<file path="src/rtl/principal_top.sv">
// LED pattern generator: prescaler tick drives an 8-bit up-count, optionally followed by a bouncing scan.
// Optional scan states are built only when PRINCIPAL_SCAN_EN is defined.
module principal_top #(
  parameter int unsigned TICK_DIV = 32'd16_666_667
) (
  input  logic       clk,
  input  logic       nrst,
  output logic [7:0] led
);

  localparam int unsigned CW = (TICK_DIV > 1) ? $clog2(TICK_DIV) : 1;
  localparam logic [CW-1:0] DIV_LAST = CW'(TICK_DIV - 1);

  typedef enum logic [1:0] {
    S_COUNT  = 2'b00,
    S_SCAN_L = 2'b01,
    S_SCAN_R = 2'b10
  } state_t;

  logic [CW-1:0] div_cnt;
  logic          tick;
  state_t        state, state_nx;
  logic [7:0]    led_nx;

  assign tick = (div_cnt == DIV_LAST);

  always_ff @(posedge clk) begin
    if (nrst)      div_cnt <= '0;
    else if (tick) div_cnt <= '0;
    else           div_cnt <= div_cnt + CW'(1);
  end

  always_ff @(posedge clk) begin
    if (nrst) begin
      state <= S_COUNT;
      led   <= 8'h00;
    end else begin
      state <= state_nx;
      led   <= led_nx;
    end
  end

  always_comb begin
    state_nx = state;
    led_nx   = led;
    if (tick) begin
      case (state)
        S_COUNT: begin
          if (led != 8'hFF) begin
            led_nx = led + 8'd1;
          end else begin
`ifdef PRINCIPAL_SCAN_EN
            led_nx   = 8'h01;
            state_nx = S_SCAN_L;
`else
            led_nx   = 8'h00;
`endif
          end
        end
`ifdef PRINCIPAL_SCAN_EN
        S_SCAN_L: begin
          if (led != 8'h80) begin
            led_nx = led << 1;
          end else begin
            led_nx   = 8'h40;
            state_nx = S_SCAN_R;
          end
        end
        S_SCAN_R: begin
          if (led != 8'h01) begin
            led_nx = led >> 1;
          end else begin
            led_nx   = 8'h00;
            state_nx = S_COUNT;
          end
        end
`endif
        // Unused encodings recover to a clean count start.
        default: begin
          state_nx = S_COUNT;
          led_nx   = 8'h00;
        end
      endcase
    end
  end

endmodule

</file>
<file path="config.mk">
export PLATFORM = sky130hd
export DESIGN_NAME = principal_top
export DESIGN_NICKNAME = d
export VERILOG_FILES = /design/src/rtl/principal_top.sv
export SDC_FILE = /design/constraint.sdc
export NUM_CORES = 1
export LEC_CHECK = 0
export BUFFER_PORTS_ARGS = -buffer_cell sky130_fd_sc_hd__buf_2
export CAP_MARGIN = 20
export CELL_PAD_IN_SITES_DETAIL_PLACEMENT = 0
export CELL_PAD_IN_SITES_GLOBAL_PLACEMENT = 1
export CORE_ASPECT_RATIO = 0.8
export CORE_MARGIN = 1
export CORE_UTILIZATION = 35
export CTS_CLUSTER_SIZE = 30
export DETAILED_ROUTE_END_ITERATION = 8
export GPL_TIMING_DRIVEN = 0
export PLACE_DENSITY = 0.74
export SYNTH_ARGS = -nofsm -noshare
export SYNTH_HDL_FRONTEND = slang
export SYNTH_SLANG_ARGS = --single-unit
</file>
<file path="constraint.sdc">
create_clock -name clk -period 4 [get_ports clk]
set_input_delay 0.8 -clock clk [delete_from_list [all_inputs] [get_ports clk]]
set_output_delay 0.8 -clock clk [all_outputs]
set_load 0.1 [all_outputs]
</file>
# --- Word level (Yosys, flattened, before mapping) ---
# Index checks and enable logic that the tools add are counted.
classes:
  addsub: 2
  n_eq_ne: 2
  n_mux: 1
  reduce_logical: 1
op_table:
  columns: ["cell", "n"]
  rows:
  - ["24-bit by 1-bit adder with 24-bit output, second input constant", 1]
  - ["24-bit == test, second input constant", 1]
  - ["8-bit by 1-bit adder with 8-bit output, second input constant", 1]
  - ["8-bit 2-to-1 mux", 1]
  - ["8-bit inequality test, second input constant", 1]
  - ["2-bit OR reduction", 1]
totals:
  regBits: 32
  inputBits: 2
  elab_cells: 8

# --- Logic depth before layout (Yosys ltp) ---
depth:
  word_depth: 2
  ltp_mapped: 8
  depth_no_buf: 7

# --- Worst setup path after synthesis ---
# No wires, ideal clock.
synth_timing:
  path_kind: "register to register"
  start: "register led[0]"
  end: "register led[5]"
  setup_ps: 133
  t_arrival_ps: 1921
  required_time_ps: 3867
  path_slack_ps: 1946
  stages_incl_launch_ff: 7
  n_path_buf: 0
  period_less_slack_ps: 2054
  cell_sequence: "dfxtp_1 ha_1 and3_1 and3_1 a21oi_1 o21ai_0 a21oi_1"
synth_via:
  elab_chain_len: 2
  elab_cells_between_ends: 3
  classes_between: "1 x add/sub; 1 x eq/ne; 1 x mux"
synth_rtl:
  columns: ["item", "line", "source"]
  rows:
  - ["from (decl)", "8", "output logic [7:0] led"]
  - ["from (signal assigned)", "39", "led <= led_nx;"]
  - ["8-bit by 1-bit adder with 8-bit output or 8-bit inequality test (tied branches)", "50, 49", null]
  - ["8-bit 2-to-1 mux *", "49", "if (led != 8'hFF) begin"]
# Every way passes the cells marked *; elsewhere a longest branch is shown, timed or not.
# A chain may end at the register's enable or synchronous reset.

# --- Worst setup path after layout ---
layout_timing:
  start: "register div_cnt[16]"
  end: "register div_cnt[19]"
layout_via:
  elab_chain_len: 2
  elab_cells_between_ends: 3
  classes_between: "1 x add/sub; 1 x eq/ne; 1 x reduce/logical"
layout_rtl:
  columns: ["item", "line", "source"]
  rows:
  - ["from (decl)", "20", "logic [CW-1:0] div_cnt;"]
  - ["from (signal assigned)", "30", "else div_cnt <= div_cnt + CW'(1);"]
  - ["branches (longest 2 deep; another with 24-bit by 1-bit adder with 24-bit output)", null, null]
# Several ways; the timed one is not identified.

==> results.py <==
metrics = {
    "status": {
        "status": "finished clean",
    },
    "floorplan": {
        "start_util": 0.377,
        "die_w_um": 74.5,
        "io_pins": 10,
        "fp-row-count": 20,
        "core_mm2": 0.00390,
        "dieArea_mm2": 0.00447,
        "die_h_um": 60.0,
    },
    "cells_and_area": {
        "stdcell_area_mm2": 0.00168,
        "final-seq-area_um2": 641,
        "multi_input_area_um2": 806,
        "drive_above_1_share": 0.126,
        "antennaDiodeCount": 0,
        "fin_util": 0.429,
        "finalNetCount": 187,
        "finalNonFillerCells": 237,
        "areaGrowthSynthToFinish_pct": 13.9,
        "fillers": 419,
    },
    "timing": {
        "clock-skew-final_ns": 0.00485,
        "relSlewSlack": 0.476,
        "setup_ws_ns": 1.81,
        "fin_setup_tns_ns": 0,
        "hold_viol": 0,
        "tightest_slew_ns": 0.781,
        "drv_slew": 0,
        "finalSetupViolCount": 0,
        "layout_min_cycle_time_ns": 2.19,
        "fmax_mhz": 457,
        "rsz0062_at_grt": "no",
        "holdWs_ns": 0.476,
        "finalCritPeriodShare": 0.547,
    },
    "global_routing": {
        "grt_max_degree": 11,
        "grt_pass1_vias": 1026,
        "antenna_found_initial": 0,
        "grt_overflow": 0,
        "grt_pass1_wl_um": 4730,
        "groute.usage.overall": 0.148,
    },
    "critical_path": {
        "cp-end-kind": "flop",
        "path_cells": "or4b_4 -> nor4_1 -> or2_2 -> clkbuf_1 -> buf_2 -> nor2_1",
        "cp.arrival_ns": 2.36,
        "cpPeakStageDelay_ns": 0.57,
        "crit_fanout": 10,
        "cp_data_required_time_ns": 4.17,
        "startpoint_type": "flop",
        "slowest_stage": "or4b_4",
        "path_class": "reg2reg",
    },
    "clock_tree": {
        "ctsLongestPathBuffers": 2,
        "root_buffer": "clkbuf_8",
        "clock-sinks": 32,
        "tritoncts.num_buffers": 5,
        "cts_tree": "yes",
        "hold_buffers": 0,
        "cts.htree.levels": 2,
        "clk_pin_slew_ns": 0.06,
        "cts_resized": 0,
        "clkLatencyLatePin_ns": 0.28,
        "post_cts_buffers": 0,
    },
    "synthesis": {
        "synth_warnings": 0,
        "synth-seq-area-share": 0.435,
        "syn_area_per_cell_um2": 8.81,
        "synth_nets": 172,
        "syn-cell-area_mm2": 0.00147,
        "synth-seq-cells": 32,
        "synthCells": 167,
        "synth_cell_type_count": 27,
    },
    "place": {
        "place_inst": 230,
        "place_congestion": 0.756,
        "dpl-instance-area_mm2": 0.00158,
        "dp_hpwl_um": 2100,
        "pre_cts_slack_ns": 1.81,
        "port_buffers": 8,
    },
    "pwr": {
        "powerDensity_mw_per_mm2": 357,
        "internal-power_mw": 0.478,
        "share_comb_of_total_power": 0.020,
        "p_switching_mw": 0.120,
        "p_seq_frac": 0.541,
        "p_leak_nw": 0.643,
        "power.total_mw": 0.599,
        "clock_power_share": 0.439,
        "peakVddDrop_mv": 0.203,
        "switching_share": 0.201,
    },
    "drt": {
        "postRouteAntennaNets": 0,
        "initialDrtViolationCount": 62,
        "drc_errors": 0,
        "wl_per_cell_um": 12.1,
        "vias": 1182,
        "first_pass_iters": 4,
        "vias_per_cell": 4.99,
        "routed_wl_um": 2880,
    },
    "min_path": {
        "hp-class": "reg2reg",
    },
    "job": {
        "drv_cap": 0,
    },
}
[flip-flops by register name, indices dropped and copies added, names as in the netlist]
signal and cells:
led 8, div_cnt 24
[path summary, 6_finish.rpt]
| check | startpoint | end | slack, ns | cells after the start |
|---|---|---|---|---|
| max | div_cnt[16] | div_cnt[19] | 1.81 | 6 |
| min | div_cnt[0] | div_cnt[0] | 0.48 | 1 |
| max reg2reg | div_cnt[16] | div_cnt[19] | 1.81 | 6 |
| min reg2reg | div_cnt[0] | div_cnt[0] | 0.48 | 1 |
[critical path, delay by kind of cell (launching register included)]
family	cells	cell delay, ns
buf+inv	2	0.44
flops	1	0.36
simple gates	4	1.25
[routing by layer]
layer	vias to the layer above	part of all wire	global-route usage	wire (um)
met1	553	0.53	0.200	1520
met3	7	0.032	0.0472	93
met5	-	0	0	0
li1	608	-	-	-
met4	0	0.020	0.0889	58
met2	14	0.42	0.202	1210
[area by class of cell]
class,count,area share
timing repair buffer,8,0.0239
clock buffer,7,0.0575
inverter,2,0.00448
buffer,4,0.0104
multi-input combinational,129,0.481
sequential,32,0.382
tap,55,0.0410
[layout by cell type (no fill, tap or decap)]
master	instances
nor3_1	2
xor2_1	14
dfxtp_1	32
clkbuf_8	7
buf_2	10
and3_1	9
nand4_1	9
or2_2	2
nor4_4	1
nor4b_1	1
ha_1	3
o21ai_0	4
nand4bb_1	2
xnor2_1	10
nor2_1	33
and4_1	2
a21oi_2	1
or3_1	1
nand2_1	8
nand4b_1	2
a21oi_1	6
clkbuf_1	2
inv_1	2
or4b_4	1
nor4_1	2
and2_1	3
nand3_1	12
nand2_4	1
[cells in the mapped netlist]
cell,number,area share
nand4bb_1,2,0.015
ha_1,3,0.026
nor4b_1,1,0.0060
nor3_1,2,0.0068
clkbuf_1,2,0.0051
dfxtp_1,32,0.44
inv_1,2,0.0051
nor4_4,1,0.014
or4b_4,1,0.0094
nand4_1,9,0.038
nor2_1,33,0.084
a21oi_2,1,0.0060
xnor2_1,10,0.060
xor2_1,14,0.083
and3_1,9,0.038
or2_2,2,0.0085
a21oi_1,6,0.020
and4_1,2,0.012
nand3_1,12,0.041
nor4_1,2,0.0085
nand2_4,1,0.0077
buf_2,2,0.0068
or3_1,1,0.0043
o21ai_0,4,0.014
nand4b_1,2,0.012
nand2_1,8,0.020
and2_1,3,0.013
[power by group through the flow]
| stage | clock network (mW) | registers (mW) | logic [mW] |
|---|---|---|---|
| finish | 0.263 | 0.324 | 0.0119 |
| floorplan | 0 | 0.331 | 0.00922 |
| CTS | 0.270 | 0.324 | 0.0124 |
| global placement | 0 | 0.331 | 0.0120 |
| global route | 0.283 | 0.324 | 0.0134 |
| detailed placement | 0 | 0.331 | 0.0123 |
[cell families after synthesis]
kind of cell | share of synthesized area
compound gates | 0.0400
buf+inv | 0.0170
xor+xnor | 0.143
flops | 0.435
fa+ha+maj | 0.0255
simple gates | 0.339
No activity file was read; power rests on OpenSTA's default activity.
